File: src/rtl/ps2_pkg.sv
// Shared types and constants for the PS/2 host transmit path.
package ps2_pkg;

    typedef enum logic [3:0] {
        IDLE,
        INHIBIT,
        REQ,
        DATA,
        PARITY,
        STOP,
        ACK,
        DONE,
        ERROR
    } ps2_state_t;

    localparam logic [7:0] PS2_CMD_SET_LED = 8'hED;
    localparam logic [7:0] PS2_CMD_RESET   = 8'hFF;
    localparam logic [7:0] PS2_CMD_ENABLE  = 8'hF4;

    function automatic logic odd_parity(input logic [7:0] d);
        return ~^d;
    endfunction

endpackage

File: src/rtl/ps2_sync_edge.sv
// Multi-stage synchroniser for one PS/2 line plus a falling-edge strobe.
// Stages reset to 1 (idle bus level) so reset release never produces a false edge.
module ps2_sync_edge #(
    parameter int SYNC_STAGES = 2
) (
    input  logic clk,
    input  logic rst,
    input  logic din,
    output logic level,
    output logic fall
);

    logic [SYNC_STAGES-1:0] sync;
    logic                   prev;

    always_ff @(posedge clk or posedge rst) begin
        if (rst) begin
            sync <= '1;
            prev <= 1'b1;
        end else begin
            sync <= {sync[SYNC_STAGES-2:0], din};
            prev <= sync[SYNC_STAGES-1];
        end
    end

    assign level = sync[SYNC_STAGES-1];
    assign fall  = prev & ~level;

endmodule

File: src/rtl/ps2_host_tx.sv
// PS/2 host-to-device command transmitter (inhibit, start, 8 data, odd parity, stop, ACK).
// Build option: define PS2_TX_ACK_CHECK_EN to turn a missing device ACK into tx_error.
module ps2_host_tx
    import ps2_pkg::*;
#(
    parameter int INHIBIT_CYCLES = 6000,
    parameter int TIMEOUT_CYCLES = 750000,
    parameter int SYNC_STAGES    = 2
) (
    input  logic       CLOCK_50,
    input  logic       reset,
    input  logic [7:0] tx_data,
    input  logic       tx_valid,
    output logic       tx_ready,
    input  logic       ps2_clk_in,
    input  logic       ps2_dat_in,
    output logic       ps2_clk_oe,
    output logic       ps2_dat_oe,
    output logic       tx_done,
    output logic       tx_error
);

    localparam int IW = $clog2(INHIBIT_CYCLES + 1);
    localparam int TW = $clog2(TIMEOUT_CYCLES + 1);
    localparam logic [IW-1:0] INH_PRE  = IW'(INHIBIT_CYCLES - 2);
    localparam logic [IW-1:0] INH_LAST = IW'(INHIBIT_CYCLES - 1);
    localparam logic [TW-1:0] TMO_LAST = TW'(TIMEOUT_CYCLES - 1);

    logic clk_level, clk_fall, dat_level, dat_fall_unused;

    ps2_sync_edge #(.SYNC_STAGES(SYNC_STAGES)) u_sync_clk (
        .clk(CLOCK_50), .rst(reset), .din(ps2_clk_in), .level(clk_level), .fall(clk_fall)
    );
    ps2_sync_edge #(.SYNC_STAGES(SYNC_STAGES)) u_sync_dat (
        .clk(CLOCK_50), .rst(reset), .din(ps2_dat_in), .level(dat_level), .fall(dat_fall_unused)
    );

    ps2_state_t     state, state_n;
    logic [IW-1:0]  inh_cnt, inh_n;
    logic [TW-1:0]  tmo_cnt, tmo_n;
    logic [3:0]     bit_cnt, bit_n;
    logic [10:0]    frame, frame_n;
    logic           ack_bad, ack_bad_n;
    logic           clk_oe_n, dat_oe_n;

    always_ff @(posedge CLOCK_50 or posedge reset) begin
        if (reset) begin
            state      <= IDLE;
            inh_cnt    <= '0;
            tmo_cnt    <= '0;
            bit_cnt    <= '0;
            frame      <= '0;
            ack_bad    <= 1'b0;
            ps2_clk_oe <= 1'b0;
            ps2_dat_oe <= 1'b0;
            tx_ready   <= 1'b1;
            tx_done    <= 1'b0;
            tx_error   <= 1'b0;
        end else begin
            state      <= state_n;
            inh_cnt    <= inh_n;
            tmo_cnt    <= tmo_n;
            bit_cnt    <= bit_n;
            frame      <= frame_n;
            ack_bad    <= ack_bad_n;
            ps2_clk_oe <= clk_oe_n;
            ps2_dat_oe <= dat_oe_n;
            tx_ready   <= (state_n == IDLE);
            tx_done    <= (state_n == DONE);
            tx_error   <= (state_n == ERROR);
        end
    end

    // Outputs are registered, so every *_n value is what the pins show next cycle.
    always_comb begin
        state_n   = state;
        inh_n     = inh_cnt;
        tmo_n     = tmo_cnt;
        bit_n     = bit_cnt;
        frame_n   = frame;
        ack_bad_n = ack_bad;
        clk_oe_n  = 1'b0;
        dat_oe_n  = ps2_dat_oe;
        case (state)
            IDLE: begin
                dat_oe_n = 1'b0;
                if (tx_valid) begin
                    frame_n   = {1'b1, odd_parity(tx_data), tx_data, 1'b0};
                    inh_n     = '0;
                    ack_bad_n = 1'b0;
                    clk_oe_n  = 1'b1;
                    state_n   = INHIBIT;
                end
            end
            INHIBIT: begin
                inh_n    = inh_cnt + 1'b1;
                clk_oe_n = 1'b1;
                dat_oe_n = (inh_cnt == INH_PRE);
                if (inh_cnt == INH_LAST) begin
                    clk_oe_n = 1'b0;
                    dat_oe_n = 1'b1;
                    tmo_n    = '0;
                    bit_n    = '0;
                    state_n  = REQ;
                end
            end
            REQ, DATA, PARITY, STOP, ACK: begin
                tmo_n = tmo_cnt + 1'b1;
                if (tmo_cnt == TMO_LAST) begin
                    dat_oe_n = 1'b0;
                    state_n  = ERROR;
                end else if (state == ACK) begin
                    if (bit_cnt == 4'd10 && clk_fall) begin
                        bit_n     = 4'd11;
                        ack_bad_n = dat_level;
                    end else if (bit_cnt == 4'd11 && clk_level && dat_level) begin
`ifdef PS2_TX_ACK_CHECK_EN
                        state_n = ack_bad ? ERROR : DONE;
`else
                        state_n = DONE;
`endif
                    end
                end else if (clk_fall) begin
                    // frame[0] is the start bit already on the line; edge n drives frame[n]
                    bit_n    = bit_cnt + 1'b1;
                    dat_oe_n = ~frame[bit_n];
                    case (bit_n)
                        4'd8:    state_n = PARITY;
                        4'd9:    state_n = STOP;
                        4'd10:   state_n = ACK;
                        default: state_n = DATA;
                    endcase
                end
            end
            DONE:    begin dat_oe_n = 1'b0; state_n = IDLE; end
            ERROR:   begin dat_oe_n = 1'b0; state_n = IDLE; end
            default: begin dat_oe_n = 1'b0; state_n = IDLE; end
        endcase
    end

endmodule

File: config.mk
export PLATFORM = sky130hd
export DESIGN_NAME = ps2_host_tx
export DESIGN_NICKNAME = d
export VERILOG_FILES = /design/src/rtl/ps2_pkg.sv /design/src/rtl/ps2_sync_edge.sv /design/src/rtl/ps2_host_tx.sv
export SDC_FILE = /design/constraint.sdc
export NUM_CORES = 1
export LEC_CHECK = 0
export ABC_AREA = 1
export BUFFER_PORTS_ARGS = -buffer_cell sky130_fd_sc_hd__buf_4
export CAP_MARGIN = 10
export CORE_ASPECT_RATIO = 0.5
export CORE_MARGIN = 2
export CORE_UTILIZATION = 50
export CTS_BUF_LIST = sky130_fd_sc_hd__clkbuf_4
export DETAILED_ROUTE_END_ITERATION = 8
export GPL_ROUTABILITY_DRIVEN = 0
export PLACE_DENSITY = 0.63
export SLEW_MARGIN = 20
export SYNTH_ARGS = -nofsm -noshare
export SYNTH_HDL_FRONTEND = slang
export SYNTH_SLANG_ARGS = --single-unit
File: constraint.sdc
create_clock -name CLOCK_50 -period 3.4 [get_ports CLOCK_50]
set_input_delay 0.34 -clock CLOCK_50 [delete_from_list [all_inputs] [get_ports CLOCK_50]]
set_output_delay 0.34 -clock CLOCK_50 [all_outputs]
set_load 0.02 [all_outputs]
* Yosys cells after proc, flatten, opt, wreduce, memory -nomap -nowiden
Cells that the tools add are included.
** Operators by class
- Add/subtract/negate cells :: 3
- $lt $le $gt $ge :: 1
- Eq/ne operators :: 23
- Mux-type cells :: 29
- Bitwise logic cells :: 3
- Reductions and logical operators :: 14
** Operator list (count)
- two-way mux 4 bit :: 12
- case mux 20 bit (2 select lines) :: 1
- == test 13 bit, second input constant :: 2
- case mux 13 bit (2 select lines) :: 1
- == test 4 bit, second input constant :: 6
- adder 20 x 1 -> 20 bit, second input constant :: 1
- == test 20 bit, second input constant :: 1
- two-way mux 20 bit :: 1
- == test 4 x 3 -> 1 bit, second input constant :: 4
- adder 13 x 1 -> 13 bit, second input constant :: 1
- two-way mux 13 bit :: 1
- inequality test 3 bit, second input constant :: 4
- case mux 4 bit (3 select lines) :: 1
- case mux 3 bit (3 select lines) :: 1
- == test 4 x 2 -> 1 bit, second input constant :: 2
- logical NOT 4 bit :: 2
- case mux 4 bit (2 select lines) :: 1
- AND reduction 2 bit :: 4
- XNOR reduction 8 bit :: 1
- two-way mux 1 bit :: 7
- inequality test 2 bit, second input constant :: 3
- less-than comparator 4 x 5 -> 1 bit, second input constant :: 1
- AND reduction 5 bit :: 1
- OR reduction 5 bit :: 1
- other kinds (8) :: 13
** Storage, ports and cells
- Register bits :: 61
- Bits of input ports :: 13
- Output and inout bits :: 5

* Depth between registers and ports, before layout
- Depth in word-level cells :: 9
- Gate-level depth with buffers :: 12
- Mapped depth without buffers :: 11

* Modules after synthesis
Synthesis repeated with hierarchy kept, for this count alone.
** Unflattened totals
- Cell total of the unflattened synthesis :: 443
- Area total of the unflattened synthesis :: 3517.1 um^2
** Modules (own cells, without submodules)
- ps2_host_tx :: times used 1, cells an instance 431, area an instance 3331.9 um^2
- ps2_sync_edge :: times used 2, cells an instance 6, area an instance 92.6 um^2

* Worst setup path after synthesis
No wires, ideal clock.
- Path type :: register to register
- Start point :: reg bit_cnt[0]
- End point :: reg ps2_dat_oe
- Data arrival time :: 1610 ps
- Setup slack :: 1668 ps
- Cell stages (with the launch flop) :: 11
- Path buffers :: 1
- Period minus slack after synthesis :: 1732 ps
- Cells stage by stage :: dfrtp_1 clkbuf_1 inv_1 ha_1 inv_1 a21oi_1 o21ai_0 nand3_1 nand3_1 nand3_1 a21oi_1
** Between the ends
- Longest elaborated chain between the ends :: 8
** Ends and longest elaborated chain
- from (decl) :: RTL line ps2_host_tx.sv:41 : logic [3:0] bit_cnt, bit_n;
- from (signal assigned) :: RTL line ps2_host_tx.sv:63 : bit_cnt <= bit_n;
- adder 4 x 1 -> 4 bit :: RTL line ps2_host_tx.sv:125 : bit_n = bit_cnt + 1'b1;
- binary-select mux 1 bit (select 4 bit) :: RTL line ps2_host_tx.sv:126 : dat_oe_n = ~frame[bit_n];
- two-way mux 1 bit (not written as such) :: RTL line ps2_host_tx.sv:126
- inverter 1 bit :: RTL line ps2_host_tx.sv:126
- two-way mux 1 bit :: RTL line ps2_host_tx.sv:123 : end else if (clk_fall) begin
- two-way mux 1 bit :: RTL line ps2_host_tx.sv:112 : end else if (state == ACK) begin
- two-way mux 1 bit :: RTL line ps2_host_tx.sv:109 : if (tmo_cnt == TMO_LAST) begin
- case mux 1 bit (2 select lines) :: RTL line ps2_host_tx.sv:84 : case (state)
- to (signal assigned) :: RTL line ps2_host_tx.sv:67 : ps2_dat_oe <= dat_oe_n;
- to (decl) :: RTL line ps2_host_tx.sv:18 : output logic ps2_dat_oe,
Every way passes these cells. The select of a mux whose other input is x is not followed.
A chain may end at the register's enable or synchronous reset.

* Final worst setup path
- Start point :: reg state[1]
- End point :: reg inh_cnt[6]
** Between the ends
- Longest elaborated chain between the ends :: 3
- Elaborated cells on any way between the ends :: 6
- Classes of those cells :: eq/ne (2); mux (1); reduce/logical (3)
** Ends and longest elaborated chain
- from (decl) :: RTL line ps2_host_tx.sv:38 : ps2_state_t state, state_n;
- from (signal assigned) :: RTL line ps2_host_tx.sv:60 : state <= state_n;
- == test 4 x 1 -> 1 bit / logical NOT 4 bit (equally long branches) :: RTL line ps2_host_tx.sv:84
- nonzero test 2 bit (no source line) / inequality test 2 bit (equally long branches)
- AND reduction 2 bit (no source line)
- to (signal assigned) :: RTL line ps2_host_tx.sv:61 : inh_cnt <= inh_n;
- to (decl) :: RTL line ps2_host_tx.sv:39 : logic [IW-1:0] inh_cnt, inh_n;
Parallel ways exist; a longest one is shown, timed or not.

==> impl_metrics.toml <==
[hold_path]
min_path_cells = 3
min_path_type = "input port to flip-flop"

[cts]
cts.clk_slew.worst_paths_ns = 0.11
cts.sinks = 61
root_buffer = "clkbuf_4"
cts_made_buffers = 9
h-tree-depth = 3
cts_tree = "yes"
clock_latency_ns = 0.43
cts_setup_buffers = 0
clockBufferDepth = 2

[sta]
rsz0062_at_grt = "false"
skew_ns = 0.0120
finalSetupViolCount = 0
fin_crit_sh_pct = 61.9
slew_headroom_pct = 60.4
fin_setup_tns_ns = 0
clock.fmax_ghz = 0.475
min_period_ns = 2.10
hold_viol_final = 0
maxSlewViolCount = 0
tightest_slew_ns = 0.593

[worst_setup_path]
required_ns = 3.71
worstPathArrival_ns = 2.42
critPathKind = "flip-flop to flip-flop"
worstPathMaxFanout = 16
worstSetupEndpointType = "flip-flop"
r2r_cells = 6
start_kind = "flip-flop"

[floorplanning]
chipWidth_um = 122
rows = 21
pin_count = 18
start_util_pct = 52.0
die_y_um = 63.1
core_um2 = 6730
die-area_um2 = 7720

[status]
status = "completed"

[run]
maxCapViolCount = 0

[grt]
grt_pass1_wl_um = 13400
overflow = 0
antenna_found_initial = 0
grt_usage_pct = 22.2
grt_max_degree = 33
grt_pass1_vias = 2875

[logic_synthesis]
synth_area_um2 = 3500
synth_cell_types = 39
avgSynthCellArea_um2 = 7.90
syn_inst = 443
yosysWarnings = 0
synth_nets = 463
synth.ff_latch_count = 61
ys_seq_area_share_pct = 43.8

[place]
portBuffers = 17
dp_hpwl_um = 5640
dpl_cell_area_um2 = 3710

[layout]
num-fill-cells = 663
nNetsFinal = 488
final_area_um2 = 3950
syn_to_final_growth_pct = 12.9
regArea_um2 = 1530
drive_gt1_share_pct = 14.2
diodes = 0
multi_input_area_um2 = 1690

[route]
vias = 2985
routed_via_density = 5.28
antenna_left = 0
first_iter_violations = 208
wirelength_um = 7580
drc = 0
drt_first_pass_iters = 5
wl_per_cell_um = 13.4

[power_and_ir_drop]
p_leak_nw = 1.85
powerDensity_nw_per_um2 = 382
vdd_ir_drop_max_mv = 0.259
synthesized netlist by cell type:
| library cell | number | area [um^2] |
|---|---|---|
| a22oi_1 | 2 | 15.0 |
| o21ai_0 | 33 | 165 |
| o21ai_4 | 1 | 16.3 |
| a22o_1 | 1 | 8.76 |
| nand4_1 | 11 | 68.8 |
| o21ai_1 | 4 | 20.0 |
| buf_6 | 1 | 11.3 |
| a32o_1 | 1 | 10.0 |
| xnor2_1 | 6 | 52.6 |
| or2_0 | 1 | 6.26 |
| o22ai_1 | 5 | 31.3 |
| mux2i_1 | 1 | 10.0 |
| dfstp_2 | 6 | 158 |
| nor3b_1 | 1 | 7.51 |
| nand4_2 | 1 | 12.5 |
| nand2_4 | 2 | 22.5 |
| a21oi_1 | 15 | 75.1 |
| ha_1 | 7 | 87.6 |
| nand3_1 | 31 | 155 |
| nor3_4 | 2 | 32.5 |
| o211ai_1 | 2 | 15.0 |
| nor2_2 | 3 | 18.8 |
| nor3_1 | 11 | 55.1 |
| nor2_4 | 2 | 22.5 |
| or2_2 | 2 | 12.5 |
| nor3_2 | 2 | 20.0 |
| o21ai_2 | 2 | 17.5 |
| a31oi_1 | 2 | 12.5 |
| nor2_8 | 1 | 20.0 |
| buf_2 | 3 | 15.0 |
| nor2_1 | 32 | 120 |
| o31ai_1 | 3 | 22.5 |
| nand2_2 | 3 | 18.8 |
| dfrtp_1 | 55 | 1380 |
| inv_1 | 59 | 221 |
| inv_2 | 5 | 18.8 |
| clkbuf_1 | 3 | 11.3 |
| nand2_1 | 105 | 394 |
| xor2_1 | 16 | 140 |
sequential cells by signal (all words and copies together), names as in the netlist, 2 cells and up:
register         count
tmo_cnt             20
inh_cnt             13
frame               10
bit_cnt              4
state                4
u_sync_clk.sync      2
u_sync_dat.sync      2
repair_timing:
action,CTS,global route
hold endpoints to repair,26,0
gates resized for setup,0,0
hold buffers,3,0
metrics by stage:
step                      util [%]  total power, W  hold WS [ns]  worst slack (ns)  std cells
after floorplan                  -        0.000772         0.344              1.56        443
after global placement        55.2        0.000792         0.345              1.37        546
after detailed placement      55.2        0.000794         0.353              1.29        546
after CTS                     58.7         0.00153        0.0871              1.28        565
after global routing          58.7         0.00157        0.0928              1.05        565
final                         58.7         0.00151         0.120              1.30        565
critical path, stage by stage (launching register included):
cell and delay (ns):
dfrtp_1 0.43, inv_2 0.16, nand4_1 0.45, inv_1 0.53
nor2_1 0.18, inv_1 0.14, o22ai_1 0.09
metal layers:
metal | share of wire (%) | global-route usage [%] | up-vias
met5 | 0 | 0 | -
met4 | 1.4 | 5.89 | 0
met3 | 5.3 | 7.34 | 11
met2 | 46 | 34.7 | 79
met1 | 48 | 29.7 | 1406
li1 | - | - | 1489
cells in the final DEF, fill, tap and decap left out, drive strengths merged, types with 3 or more instances in the layout:
| cell type | count |
|---|---|
| dfstp | 6 |
| xnor2 | 6 |
| xor2 | 16 |
| nand4 | 12 |
| nor3 | 15 |
| clkbuf | 10 |
| buf | 18 |
| dlygate4sd3 | 3 |
| o31ai | 3 |
| bufinv | 4 |
| dfrtp | 55 |
| ha | 7 |
| o21ai | 40 |
| nand2 | 110 |
| nand3 | 31 |
| inv | 64 |
| nor2 | 38 |
| or2 | 3 |
| a21oi | 15 |
| o22ai | 5 |
logic make-up (layout without fill, tap and decap cells):
kind of cell / after synthesis / after routing / share of synthesized area, %
AOI/OAI and AO/OA: 71 / 71 / 11.7
and+or+nand+nor: 210 / 210 / 28.2
muxes: 1 / 1 / 0.286
adders and majority gates: 7 / 7 / 2.50
DFF: 61 / 61 / 43.8
xor gates and xnor gates: 22 / 22 / 5.51
buffers and inverters: 71 / 101 / 7.94
report_power, final:
group / leakage [nW] / total (W) / internal [W] / switching, W
registers: 0.770 / 0.000732 / 0.000731 / 0.00000158
clock network: 0.103 / 0.000730 / 0.000454 / 0.000276
logic: 0.978 / 0.0000484 / 0.0000214 / 0.0000270
total: 1.85 / 0.00151 / 0.00121 / 0.000304
cell type report:
cell class              count  share of cell area [%]
well taps                  92                    2.91
inverters                  64                    6.08
flip-flops and latches     61                    38.8
repair buffers             21                    4.18
clock inverters             6                    3.42
multi-input cells         311                    42.7
clock buffers              10                    1.90
final timing paths:
check | end | start | slack, ns
min | frame[5] | tx_data[4] | 0.12
max | inh_cnt[6] | state[1] | 1.30
min reg2reg | u_sync_clk.sync[1] | u_sync_clk.sync[0] | 0.37
max in group asynchronous | tx_ready | reset | 2.00
max reg2reg | inh_cnt[6] | state[1] | 1.30
min in group asynchronous | tmo_cnt[14] | reset | 0.54
Power figures use the tool's default switching activity.
